$ cat src/rtl/ifu_pkg.sv
// Shared definitions for the instruction fetch unit.
// Optional perf counters are enabled with IFU_PERF_CNT_EN.
package ifu_pkg;

    localparam logic [1:0]  PCSRC_SEQ  = 2'd0;
    localparam logic [1:0]  PCSRC_JUMP = 2'd1;
    localparam logic [1:0]  PCSRC_JR   = 2'd2;
    localparam logic [31:0] WORD_INC   = 32'd4;

    typedef enum logic [1:0] {
        S_BOOT,
        S_FETCH,
        S_FLUSH
    } ifu_state_e;

    typedef struct packed {
        logic [31:0] pc;
        logic [31:0] word;
    } ifu_entry_t;

    function automatic logic [31:0] align_word(input logic [31:0] a);
        return {a[31:2], 2'b00};
    endfunction

endpackage

$ cat src/rtl/ifu_inst_fifo.sv
// Instruction queue: synchronous FIFO of {pc, word} entries.
// Clear has priority over push/pop in the same cycle.
module ifu_inst_fifo #(
    parameter int DEPTH = 2,
    localparam int AW = $clog2(DEPTH),
    localparam int CW = AW + 1
) (
    input  logic          clk,
    input  logic          rst_n,
    input  logic          push,
    input  logic [63:0]   push_data,
    input  logic          pop,
    input  logic          clear,
    output logic [63:0]   head,
    output logic [CW-1:0] count,
    output logic          full,
    output logic          empty
);

    logic [63:0]   r_mem [DEPTH];
    logic [AW-1:0] r_wr;
    logic [AW-1:0] r_rd;
    logic [CW-1:0] r_cnt;
    logic          w_do_push;
    logic          w_do_pop;

    assign full      = (r_cnt == CW'(DEPTH));
    assign empty     = (r_cnt == '0);
    assign count     = r_cnt;
    assign head      = r_mem[r_rd];
    assign w_do_pop  = pop && !empty;
    assign w_do_push = push && (!full || w_do_pop);

    // Storage array; contents are only observed through a non-empty head.
    always_ff @(posedge clk) begin
        if (w_do_push && !clear) begin
            r_mem[r_wr] <= push_data;
        end
    end

    // Pointer and occupancy bookkeeping.
    always_ff @(posedge clk or negedge rst_n) begin
        if (!rst_n) begin
            r_wr  <= '0;
            r_rd  <= '0;
            r_cnt <= '0;
        end else if (clear) begin
            r_wr  <= '0;
            r_rd  <= '0;
            r_cnt <= '0;
        end else begin
            if (w_do_push) r_wr <= r_wr + AW'(1);
            if (w_do_pop)  r_rd <= r_rd + AW'(1);
            r_cnt <= r_cnt + CW'(w_do_push) - CW'(w_do_pop);
        end
    end

endmodule

$ cat src/rtl/instr_fetch_unit.sv
// Fetch front end: PC, credit-limited imem requests, queue, redirects.
// Define IFU_PERF_CNT_EN to add perf_fetched/perf_flushed counters.
module instr_fetch_unit
    import ifu_pkg::*;
#(
    parameter logic [31:0] RESET_PC   = 32'h0040_0000,
    parameter int          FIFO_DEPTH = 2
) (
    input  logic        clk,
    input  logic        reset,
    output logic        imem_req_valid,
    input  logic        imem_req_ready,
    output logic [31:0] imem_req_addr,
    input  logic        imem_resp_valid,
    input  logic [31:0] imem_resp_data,
    output logic        inst_valid,
    input  logic        inst_ready,
    output logic [31:0] Instruction,
    output logic [5:0]  OpCode,
    output logic [5:0]  Funct,
    output logic [31:0] inst_pc,
    input  logic        resolve_valid,
    input  logic [1:0]  PCSrc,
    input  logic        Branch,
    input  logic        Zero,
    input  logic [31:0] branch_target,
    input  logic [31:0] jump_target,
    input  logic [31:0] jr_target
`ifdef IFU_PERF_CNT_EN
    ,
    output logic [31:0] perf_fetched,
    output logic [31:0] perf_flushed
`endif
);

    localparam int CW = $clog2(FIFO_DEPTH) + 1;

    ifu_state_e    r_state;
    logic [31:0]   r_pc;
    logic [CW-1:0] r_out;
    logic [CW-1:0] r_drop;

    logic [CW-1:0] w_count;
    logic          w_full;
    logic          w_empty;
    logic [63:0]   w_head;
    ifu_entry_t    w_head_e;
    logic [CW:0]   w_used;
    logic          w_accept;
    logic          w_resp;
    logic          w_push;
    logic          w_pop;
    logic          w_redirect;
    logic [31:0]   w_target;
    logic [CW-1:0] w_out_next;
    logic [31:0]   w_resp_pc;

    assign w_used = {1'b0, r_out} + {1'b0, w_count};
    assign imem_req_valid = (r_state == S_FETCH)
                          && (w_used < (CW+1)'(FIFO_DEPTH));
    assign imem_req_addr  = r_pc;

    assign w_accept   = imem_req_valid && imem_req_ready;
    assign w_resp     = imem_resp_valid && (r_out != '0);
    assign w_out_next = r_out + CW'(w_accept) - CW'(w_resp);
    // Oldest in-flight request sits outstanding words behind the PC.
    assign w_resp_pc  = r_pc - (32'(r_out) << 2);

    assign w_push = (r_state == S_FETCH) && w_resp && !w_redirect
                  && (!w_full || w_pop);
    assign w_pop  = inst_valid && inst_ready && !w_redirect;

    assign w_head_e    = w_head;
    assign inst_valid  = !w_empty;
    assign Instruction = w_empty ? 32'd0 : w_head_e.word;
    assign inst_pc     = w_empty ? 32'd0 : w_head_e.pc;
    assign OpCode      = Instruction[31:26];
    assign Funct       = Instruction[5:0];

    // Decode the resolved control-flow outcome; PCSrc 3 acts as sequential.
    always_comb begin
        w_redirect = 1'b0;
        w_target   = branch_target;
        if (resolve_valid) begin
            unique case (PCSrc)
                PCSRC_JUMP: begin
                    w_redirect = 1'b1;
                    w_target   = jump_target;
                end
                PCSRC_JR: begin
                    w_redirect = 1'b1;
                    w_target   = jr_target;
                end
                default: begin
                    w_redirect = Branch && Zero;
                    w_target   = branch_target;
                end
            endcase
        end
    end

    ifu_inst_fifo #(
        .DEPTH(FIFO_DEPTH)
    ) u_fifo (
        .clk      (clk),
        .rst_n    (reset),
        .push     (w_push),
        .push_data({w_resp_pc, imem_resp_data}),
        .pop      (w_pop),
        .clear    (w_redirect),
        .head     (w_head),
        .count    (w_count),
        .full     (w_full),
        .empty    (w_empty)
    );

    // PC, credit tracking and boot/fetch/flush sequencing.
    always_ff @(posedge clk or negedge reset) begin
        if (!reset) begin
            r_state <= S_BOOT;
            r_pc    <= RESET_PC;
            r_out   <= '0;
            r_drop  <= '0;
        end else begin
            r_out <= w_out_next;
            if (w_redirect) begin
                r_pc <= align_word(w_target);
            end else if (w_accept) begin
                r_pc <= r_pc + WORD_INC;
            end
            if (w_redirect) begin
                r_drop  <= w_out_next;
                r_state <= (w_out_next != '0) ? S_FLUSH : S_FETCH;
            end else begin
                unique case (r_state)
                    S_BOOT: r_state <= S_FETCH;
                    S_FLUSH: begin
                        if (w_resp) begin
                            r_drop <= r_drop - CW'(1);
                            if (r_drop == CW'(1)) r_state <= S_FETCH;
                        end
                    end
                    default: r_state <= r_state;
                endcase
            end
        end
    end

`ifdef IFU_PERF_CNT_EN
    logic        w_drop_resp;
    logic [31:0] w_cleared;

    assign w_drop_resp = w_resp && ((r_state == S_FLUSH)
                       || ((r_state == S_FETCH) && w_redirect));
    assign w_cleared   = w_redirect ? 32'(w_count) : 32'd0;

    // Count pushed words and words discarded by redirects.
    always_ff @(posedge clk or negedge reset) begin
        if (!reset) begin
            perf_fetched <= '0;
            perf_flushed <= '0;
        end else begin
            perf_fetched <= perf_fetched + 32'(w_push);
            perf_flushed <= perf_flushed + w_cleared + 32'(w_drop_resp);
        end
    end
`endif

endmodule

$ cat config.mk
export PLATFORM = sky130hd
export DESIGN_NAME = instr_fetch_unit
export DESIGN_NICKNAME = d
export VERILOG_FILES = /design/src/rtl/ifu_pkg.sv /design/src/rtl/ifu_inst_fifo.sv /design/src/rtl/instr_fetch_unit.sv
export SDC_FILE = /design/constraint.sdc
export NUM_CORES = 1
export LEC_CHECK = 0
export CAP_MARGIN = 20
export CORE_UTILIZATION = 35
export DETAILED_ROUTE_END_ITERATION = 8
export GPL_TIMING_DRIVEN = 0
export HOLD_SLACK_MARGIN = 0.05
export PLACE_DENSITY = 0.66
export SYNTH_ARGS = -nofsm -noshare
export SYNTH_HDL_FRONTEND = slang
export SYNTH_HIERARCHICAL = 1
export SYNTH_SLANG_ARGS = --single-unit
$ cat constraint.sdc
create_clock -name clk -period 6.7 [get_ports clk]
set_input_delay 1.675 -clock clk [delete_from_list [all_inputs] [get_ports clk]]
set_output_delay 1.675 -clock clk [all_outputs]
set_load 0.005 [all_outputs]
==> results of run 1 <==
## through the flow
| step | util | hold slack (ns) | setup WS, ns | total power, mW | setup TNS (ns) |
|---|---|---|---|---|---|
| floorplan | - | 0.469 | 0.670 | 1.85 | 0 |
| global placement | 0.473 | 0.501 | -1.94 | 2.26 | -243.58 |
| detailed placement | 0.480 | 0.516 | 1.05 | 2.30 | 0 |
| CTS | 0.503 | 0.524 | 1.50 | 3.25 | 0 |
| global route | 0.503 | 0.572 | 1.27 | 3.39 | 0 |
| finish | 0.503 | 0.534 | 1.57 | 3.21 | 0 |
## layer usage
metal,vias up,track usage
met1,2987,0.221
met5,-,0
met4,0,0.0481
met2,219,0.296
met3,8,0.0378
li1,3139,-
## worst paths after layout
path / start / to / slack, ns / depth (start not counted)
worst min register to register: r_state[1]$_DFFE_PN0P_ / r_state[0]$_DFFE_PN0P_ / 0.53 / 1
worst max-delay path: PCSrc[0] / u_fifo/r_mem[0][13]$_DFFE_PP_ / 1.57 / 13
min in group asynchronous: reset / imem_req_addr[19]$_DFFE_PN0P_ / 1.16 / 1
max in group asynchronous: reset / imem_req_addr[22]$_DFFE_PN1P_ / 5.00 / 2
worst min-delay path: r_state[1]$_DFFE_PN0P_ / r_state[0]$_DFFE_PN0P_ / 0.53 / 1
worst max register to register: u_fifo/count[0]$_DFF_PN0_ / r_state[0]$_DFFE_PN0P_ / 3.18 / 15
## cells by family after synthesis
logic type               after synthesis  synth area share
multiplexers                          68            0.0884
flip-flops                           168             0.559
XOR/XNOR                              60            0.0606
buffers and inverters                 84            0.0469
other                                  1          0.000432
AND/OR/NAND/NOR                      229             0.148
adder cells (fa/ha/maj)               11            0.0176
AO/OA/AOI/OAI                        103            0.0788
## flip-flops by register name, indices dropped and copies added (netlist names)
register / flops
u_fifo/r_mem: 128
imem_req_addr: 30
r_drop: 2
r_out: 2
r_state: 2
u_fifo/count: 2
u_fifo/r_rd: 1
u_fifo/r_wr: 1
## power breakdown
| part | internal (mW) | total [mW] | switching, mW |
|---|---|---|---|
| Clock | 0.545 | 0.936 | 0.391 |
| Sequential | 1.29 | 1.39 | 0.0963 |
| Combinational | 0.461 | 0.881 | 0.420 |
| Total | 2.30 | 3.21 | 0.908 |
## layout by cell type (no fill, tap or decap), types with 15 or more instances in the layout
cell type / count
a211oi_1: 30
a21oi_1: 32
a22oi_1: 30
buf_4: 19
clkbuf_1: 40
clkbuf_16: 17
clkdlybuf4s50_1: 238
dfrtp_1: 39
edfxtp_1: 128
inv_1: 20
mux2_1: 51
nand2_1: 26
nor2_1: 53
nor2b_1: 69
nor3_1: 15
xnor2_1: 46
## area by class of cell
cell class | instances | area share
clock inverters | 13 | 0.0105
well taps | 324 | 0.0331
plain buffers | 64 | 0.0271
repair buffers | 248 | 0.209
flip-flops and latches | 168 | 0.396
multi-input cells | 477 | 0.283
inverters | 20 | 0.00614
clock buffers | 19 | 0.0354
==> impl_metrics.env, run 1 <==
export IMPL_start_util=0.357
export IMPL_ant_nets=0
export IMPL_synth_commonest_cells="128 x edfxtp_1, 69 x nor2b_1, 53 x nor2_1, 51 x mux2_1, 46 x xnor2_1"
export IMPL_hold_viol_final=0
export IMPL_postCtsSetupRepairBufs=0
export IMPL_wl_met3_um=1130
export IMPL_clk_insertion_delay_late_ns=0.43
export IMPL_syn_inst=724
export IMPL_slowest_delay_ns=0.64
export IMPL_fmax_ghz=0.195
export IMPL_cts_resized=0
export IMPL_clkSinkCount=168
export IMPL_drive_gt1_frac=0.0932
export IMPL_area_delta_synth_final_pct=41.1
export IMPL_drv_cap=0
export IMPL_io_pins=248
export IMPL_cp_cell_sequence="clkdlybuf4s50_1 -> inv_1 -> ha_1 -> nand2_1 -> nand2_1 -> clkbuf_1 -> nand3_1 -> a21oi_1 -> o21ai_2 -> nor3_4 -> buf_16 -> buf_8 -> buf_8"
export IMPL_power_leakage_nw=4.17
export IMPL_fin_crit_ns=5.13
export IMPL_setup_viol=0
export IMPL_yosysMostFrequentCell="edfxtp_1"
export IMPL_grt_pass1_wl_um=33800
export IMPL_dp_cells=1301
export IMPL_clk_pin_slew_ns=0.06
export IMPL_route_met2_wl_um=10600
export IMPL_yosysTopAreaCell="edfxtp_1"
export IMPL_yosysSeqAreaShare=0.559
export IMPL_synth_top_area_share=0.443
export IMPL_die_w_um=159
export IMPL_postLayoutCellArea_um2=12200
export IMPL_pwr_density_cell_nw_per_um2=262
export IMPL_slew_violations=0
export IMPL_cts_hold_buf=0
export IMPL_vias_per_cell=4.77
export IMPL_cp_start_kind="primary input"
export IMPL_syn_avg_cell_area_um2=12.0
export IMPL_setup_worst_path_class="primary input to register"
export IMPL_endpoint_kind="register"
export IMPL_fin_crit_sh=0.766
export IMPL_synth_seq_cells=168
export IMPL_drt_initial_drc_count=342
export IMPL_multi_input_area_um2=3460
export IMPL_synth_ff_type="edfxtp_1"
export IMPL_vias=6353
export IMPL_wirelength_um=21300
export IMPL_antenna_found_initial=0
export IMPL_first_global_vias=6307
export IMPL_ys_types=53
export IMPL_rsz0062_at_grt="false"
export IMPL_min_path_type="register to register"
export IMPL_placed_cell_area_um2=11700
export IMPL_critPathSlowestCell="nor3_4"
export IMPL_synth_area_leaders="edfxtp_1 44%, dfrtp_1 11%, mux2_1 6.6%"
export IMPL_async_flop_share=0.238
export IMPL_cts_made_buffers=17
export IMPL_fin_skew_ns=0.0133
export IMPL_firstDrtPassIters=4
export IMPL_cts_root_buf="clkbuf_16"
export IMPL_topRoutingLayerUsed="met4"
export IMPL_regArea_um2=4850
export IMPL_fillCellCount=2211
export IMPL_max_vdd_ir_drop_uv=154
export IMPL_yosys_warnings=6
export IMPL_cts_htree_levels=4
export IMPL_drc=0
export IMPL_core_area_um2=24300
export IMPL_wl_per_cell_um=16.0
export IMPL_antennaDiodeCount=0
export IMPL_critPathArrivalTime_ns=5.26
export IMPL_cp_num_buf_inv=6
export IMPL_num_rows=57
export IMPL_critPathTopFamily="buffers and inverters"
export IMPL_grt_max_degree=27
export IMPL_grt_ovfl_total=0
export IMPL_num_nets_final=1145
export IMPL_drt_met1_wl_um=9420
export IMPL_dp_hpwl_um=16700
export IMPL_slew_headroom=0.473
export IMPL_worst_pin_slew_ns=0.788
export IMPL_synth_edf_count=128
export IMPL_cts_tree="yes"
export IMPL_die_h_um=159
export IMPL_stdcell_count=1333
export IMPL_grt_use_total=0.173
export IMPL_required_ns=6.83
export IMPL_gp_congestion=0.807
export IMPL_port_buffers=239
export IMPL_cts_buffer_depth=2
export IMPL_crit_fanout=16
export IMPL_die_area_um2=25400
export IMPL_status="completed"
export IMPL_netlist_area_um2=8670
No activity file was read; power rests on OpenSTA's default activity.
==> run 2, diff against run 1 <==
==> constraint.sdc (replaced) <==
create_clock -name clk -period 4.5 [get_ports clk]
set_input_delay 1.125 -clock clk [delete_from_list [all_inputs] [get_ports clk]]
set_output_delay 1.125 -clock clk [all_outputs]
set_load 0.005 [all_outputs]
==> impl_metrics.env, run 2 (synthesis gave the netlist of run 1 again) <==
export IMPL_status="completed"
export IMPL_grt_use_total=0.175
export IMPL_endpoint_kind="register"
export IMPL_fmax_ghz=0.237
export IMPL_power_leakage_nw=4.19
export IMPL_drt_initial_drc_count=312
export IMPL_post_route_util=0.506
export IMPL_fin_crit_ns=4.21
export IMPL_cts_buffer_depth=2
export IMPL_cts_made_buffers=17
export IMPL_grt_max_degree=40
export IMPL_rr_endpoint="r_state[0]$_DFFE_PN0P_"
export IMPL_layout_commonest_cell="clkdlybuf4s50_1"
export IMPL_multi_input_area_um2=3460
export IMPL_required_ns=4.63
export IMPL_rsz0062_at_grt="false"
export IMPL_grt_pass1_wl_um=34200
export IMPL_setup_viol=0
export IMPL_dp_hpwl_um=16700
export IMPL_cts_hold_buf=0
export IMPL_largest_reg_flops=128
export IMPL_max_vdd_ir_drop_uv=173
export IMPL_hold_viol_final=0
export IMPL_io_pins=248
export IMPL_die_h_um=159
export IMPL_core_area_um2=24300
export IMPL_antenna_found_initial=0
export IMPL_clk_pin_slew_ns=0.07
export IMPL_cp_start_kind="primary input"
export IMPL_cts_htree_levels=4
export IMPL_setup_tns_ns=0
export IMPL_antennaDiodeCount=0
export IMPL_drv_cap=0
export IMPL_critPathArrivalTime_ns=4.34
export IMPL_drive_gt1_frac=0.0971
export IMPL_slew_headroom=0.574
export IMPL_setup_worst_path_class="primary input to register"
export IMPL_cts_resized=0
export IMPL_clkSinkCount=168
export IMPL_firstDrtPassIters=4
export IMPL_wirelength_um=21700
export IMPL_gp_congestion=0.793
export IMPL_reg2reg_from="u_fifo/count[0]$_DFF_PN0_"
export IMPL_num_rows=57
export IMPL_slew_violations=0
export IMPL_fillCellCount=2225
export IMPL_ant_nets=0
export IMPL_worst_pin_slew_ns=0.639
export IMPL_min_path_type="primary input to asynchronous set/reset pin"
export IMPL_drc=0
export IMPL_regArea_um2=4850
export IMPL_most_common_layout_cells="238 x clkdlybuf4s50_1, 128 x edfxtp_1, 69 x nor2b_1, 53 x nor2_1, 51 x mux2_1"
export IMPL_wl_per_cell_um=16.2
export IMPL_area_delta_synth_final_pct=41.9
export IMPL_r2r_slack_ns=0.98
export IMPL_clk_insertion_delay_late_ns=0.42
export IMPL_die_w_um=159
export IMPL_crit_fanout=15
export IMPL_cts_tree="yes"
export IMPL_port_buffers=239
export IMPL_pwr_density_cell_nw_per_um2=393
export IMPL_grt_ovfl_total=0
export IMPL_cts_root_buf="clkbuf_16"
export IMPL_fin_skew_ns=0.00713
export IMPL_start_util=0.357
export IMPL_first_global_vias=6313
export IMPL_regMostFlops="u_fifo/r_mem"
export IMPL_rr_worst_depth=15
export IMPL_fin_crit_sh=0.936
export IMPL_die_area_um2=25400
export IMPL_vias=6321
export IMPL_vias_per_cell=4.74
export IMPL_num_nets_final=1146
[run 2: cell types whose count changed in the layout (fill, tap and decap cells not counted), sizes merged]
cell and change:
clkbuf -2, inv +2, clkinv -1, buf +1
[run 2: area by class of cell]
| type | count | share of cell area |
|---|---|---|
| Tap cell | 324 | 0.0329 |
| Clock inverter | 14 | 0.0121 |
| Sequential cell | 168 | 0.394 |
| Clock buffer | 17 | 0.0346 |
| Buffer | 64 | 0.0269 |
| Inverter | 20 | 0.00610 |
| Multi-Input combinational cell | 477 | 0.282 |
| Timing Repair Buffer | 249 | 0.212 |
[run 2: critical path: stages]
cell and delay (ns):
clkdlybuf4s50_1 0.48, inv_1 0.05, ha_1 0.33, nand2_1 0.06, nand2_1 0.12, clkbuf_1 0.47
nand3_1 0.20, a21oi_2 0.31, o21ai_2 0.17, nor3_4 0.46, buf_16 0.22, buf_16 0.16
buf_16 0.16
[run 2: worst max-delay path by stage]
stage | end | startpoint | slack, ns
after floorplan | u_fifo/r_mem[1][0]$_DFFE_PP_ | PCSrc[0] | 0.02
after global placement | u_fifo/r_mem[1][4]$_DFFE_PP_ | PCSrc[0] | -1.96
after detailed placement | u_fifo/r_mem[1][27]$_DFFE_PP_ | PCSrc[0] | -0.34
after CTS | u_fifo/r_mem[1][8]$_DFFE_PP_ | PCSrc[0] | 0.08
after global routing | u_fifo/r_mem[0][8]$_DFFE_PP_ | PCSrc[0] | 0.04
final | u_fifo/r_mem[0][8]$_DFFE_PP_ | PCSrc[0] | 0.29
[run 2: power by group]
part           switching (mW)  internal (mW)  total, mW  leakage (nW)
clock                   0.610          0.818       1.43         0.275
combinational           0.641          0.695       1.34          2.30
sequential              0.145           1.92       2.07          1.62
total                    1.40           3.44       4.83          4.19
[run 2: layer usage]
metal | global-route usage | share of wire | vias up
met5 | 0 | 0 | -
met4 | 0.0524 | 0.013 | 0
met3 | 0.0386 | 0.051 | 19
met2 | 0.299 | 0.49 | 218
met1 | 0.220 | 0.44 | 2952
li1 | - | - | 3132
[run 2: per-stage QoR]
stage	cells	power [mW]	setup WS, ns	hold slack (ns)	area (um2)
after global routing	1333	5.09	0.0434	0.466	12300
after CTS	1332	4.90	0.0780	0.465	12300
final	1333	4.83	0.286	0.488	12300
after global placement	1292	3.37	-1.96	0.494	11500
after floorplan	729	2.76	0.0177	0.469	8720
after detailed placement	1301	3.44	-0.345	0.503	11700
[run 2: what timing repair did]
action	CTS	global route
setup buffers	0	1
setup endpoints to repair	0	15
endpoints found under the hold margin	0	0
==> run 3, diff against run 2 <==
--- a/config.mk
+++ b/config.mk
@@ -11,6 +11,7 @@
 export GPL_TIMING_DRIVEN = 0
 export HOLD_SLACK_MARGIN = 0.05
 export PLACE_DENSITY = 0.66
+export REMOVE_ABC_BUFFERS = 1
 export SYNTH_ARGS = -nofsm -noshare
 export SYNTH_HDL_FRONTEND = slang
 export SYNTH_HIERARCHICAL = 1
==> impl_metrics.env, run 3 (synthesis gave the netlist of run 1 again) <==
export IMPL_status="completed"
export IMPL_endpoint_kind="register"
export IMPL_vias_per_cell=4.80
export IMPL_grt_ovfl_total=0
export IMPL_combPwrFrac=0.261
export IMPL_worst_pin_slew_ns=0.799
export IMPL_p_sw_frac=0.295
export IMPL_ant_nets=0
export IMPL_antenna_found_initial=0
export IMPL_port_buffers=239
export IMPL_placed_cell_area_um2=11500
export IMPL_core_area_um2=24300
export IMPL_first_global_vias=6092
export IMPL_slew_headroom=0.467
export IMPL_gp_congestion=0.746
export IMPL_dp_hpwl_um=14800
export IMPL_cts_made_buffers=17
export IMPL_clk_insertion_delay_late_ns=0.42
export IMPL_cts_root_buf="clkbuf_16"
export IMPL_wirelength_um=20100
export IMPL_grt_pass1_wl_um=32400
export IMPL_clkSinkCount=168
export IMPL_setup_viol=0
export IMPL_fin_crit_sh=0.933
export IMPL_required_ns=4.63
export IMPL_slew_violations=0
export IMPL_whs_endpoint="r_state[0]$_DFFE_PN0P_"
export IMPL_holdPathStages=1
export IMPL_fin_skew_ns=0.00841
export IMPL_rr_worst_depth=7
export IMPL_die_area_um2=25400
export IMPL_intPower_mw=3.30
export IMPL_start_util=0.357
export IMPL_r2r_slack_ns=1.10
export IMPL_hp_start="r_state[1]$_DFFE_PN0P_"
export IMPL_hold_viol_final=0
export IMPL_critPathArrivalTime_ns=4.33
export IMPL_grt_max_degree=51
export IMPL_fin_crit_ns=4.20
export IMPL_rsz0062_at_grt="false"
export IMPL_area_delta_synth_final_pct=38.7
export IMPL_cts_buffer_depth=2
export IMPL_die_w_um=159
export IMPL_num_rows=57
export IMPL_crit_fanout=50
export IMPL_min_path_type="register to register"
export IMPL_fmax_ghz=0.238
export IMPL_most_common_layout_cells="238 x clkdlybuf4s50_1, 128 x edfxtp_1, 69 x nor2b_1, 52 x nor2_1, 51 x mux2_1"
export IMPL_drv_cap=0
export IMPL_rr_endpoint="imem_req_addr[31]$_DFFE_PN0P_"
export IMPL_grt_use_total=0.162
export IMPL_p_clk_frac=0.284
export IMPL_regMostFlops="u_fifo/r_mem"
export IMPL_switchingPower_mw=1.38
export IMPL_cts_htree_levels=4
export IMPL_pwr_density_cell_nw_per_um2=389
export IMPL_vias=6147
export IMPL_cts_tree="yes"
export IMPL_drc=0
export IMPL_wl_per_cell_um=15.7
export IMPL_power_leakage_nw=4.05
export IMPL_setup_worst_path_class="primary input to register"
export IMPL_drt_initial_drc_count=277
export IMPL_postLayoutCellArea_um2=12000
export IMPL_layout_commonest_cell="clkdlybuf4s50_1"
export IMPL_max_vdd_ir_drop_uv=207
export IMPL_die_h_um=159
export IMPL_clk_pin_slew_ns=0.07
export IMPL_sequentialPowerShare=0.455
export IMPL_io_pins=248
export IMPL_drive_gt1_frac=0.0920
export IMPL_firstDrtPassIters=4
export IMPL_cp_start_kind="primary input"
export IMPL_holdWs_ns=0.518
export IMPL_num_nets_final=1093
export IMPL_largest_reg_flops=128
export IMPL_antennaDiodeCount=0
export IMPL_cts_hold_buf=0
export IMPL_reg2reg_from="u_fifo/count[0]$_DFF_PN0_"
[run 3: power by group through the flow]
| stage | clock (mW) | sequential [mW] | combinational [mW] |
|---|---|---|---|
| finish | 1.33 | 2.13 | 1.22 |
| global route | 1.43 | 2.16 | 1.35 |
| CTS | 1.37 | 2.13 | 1.24 |
| detailed placement | 0 | 2.16 | 1.23 |
| global placement | 0 | 2.18 | 1.16 |
| floorplan | 0 | 2.12 | 0.600 |
[run 3: per-stage QoR]
step	total power, mW	setup slack, ns	TNS (ns)	std cells	util
2_1_floorplan	2.72	-4.05	-493.62	665	-
3_3_place_gp	3.34	-8.42	-1161.14	1228	0.459
3_5_place_dp	3.39	-0.228	-8.32	1247	0.472
6_report	4.68	0.301	0	1281	0.495
5_1_grt	4.94	0.0538	0	1281	0.495
4_1_cts	4.73	0.198	0	1279	0.493
[run 3: cell type report]
cell class / count / area (um2)
Tap cell: 324 / 405
Clock inverter: 15 / 103
Sequential cell: 168 / 4850
Timing Repair Buffer: 260 / 2710
Clock buffer: 17 / 425
Inverter: 20 / 75.1
Multi-Input combinational cell: 477 / 3470
Fill cell: 2221 / 12300
[run 3: what timing repair did]
item / CTS / global route
endpoints found under the setup margin: 0 / 21
gates resized for setup: 0 / 1
buffers inserted: 0 / 0
hold endpoints to repair: 0 / 0
[run 3: worst max-delay path, stage by stage]
cell,delay (ns)
clkdlybuf4s50_1,0.48
inv_1,0.05
ha_1,0.27
nand2_1,0.06
nand2_2,0.29
buf_12,0.28
nand3_1,0.16
a21oi_1,0.46
o21ai_2,0.18
nor3b_2,0.23
buf_6,0.20
buf_8,0.17
buf_6,0.17
buf_6,0.17
[run 3: worst max-delay path by stage]
stage	startpoint	to	slack, ns	cells past startpoint
after detailed placement	PCSrc[0]	u_fifo/r_mem[0][27]$_DFFE_PP_	-0.23	12
after global placement	PCSrc[0]	u_fifo/r_mem[1][27]$_DFFE_PP_	-8.42	9
after CTS	PCSrc[0]	u_fifo/r_mem[0][52]$_DFFE_PP_	0.20	12
after global routing	PCSrc[0]	u_fifo/r_mem[1][21]$_DFFE_PP_	0.05	14
after floorplan	PCSrc[0]	u_fifo/r_mem[1][0]$_DFFE_PP_	-4.05	8
final	PCSrc[0]	u_fifo/r_mem[1][25]$_DFFE_PP_	0.30	14
[run 3: routing by layer]
layer | track usage | part of all wire
met3 | 0.0404 | 0.043
met5 | 0 | 0
met1 | 0.206 | 0.46
met2 | 0.271 | 0.49
met4 | 0.0503 | 0.012
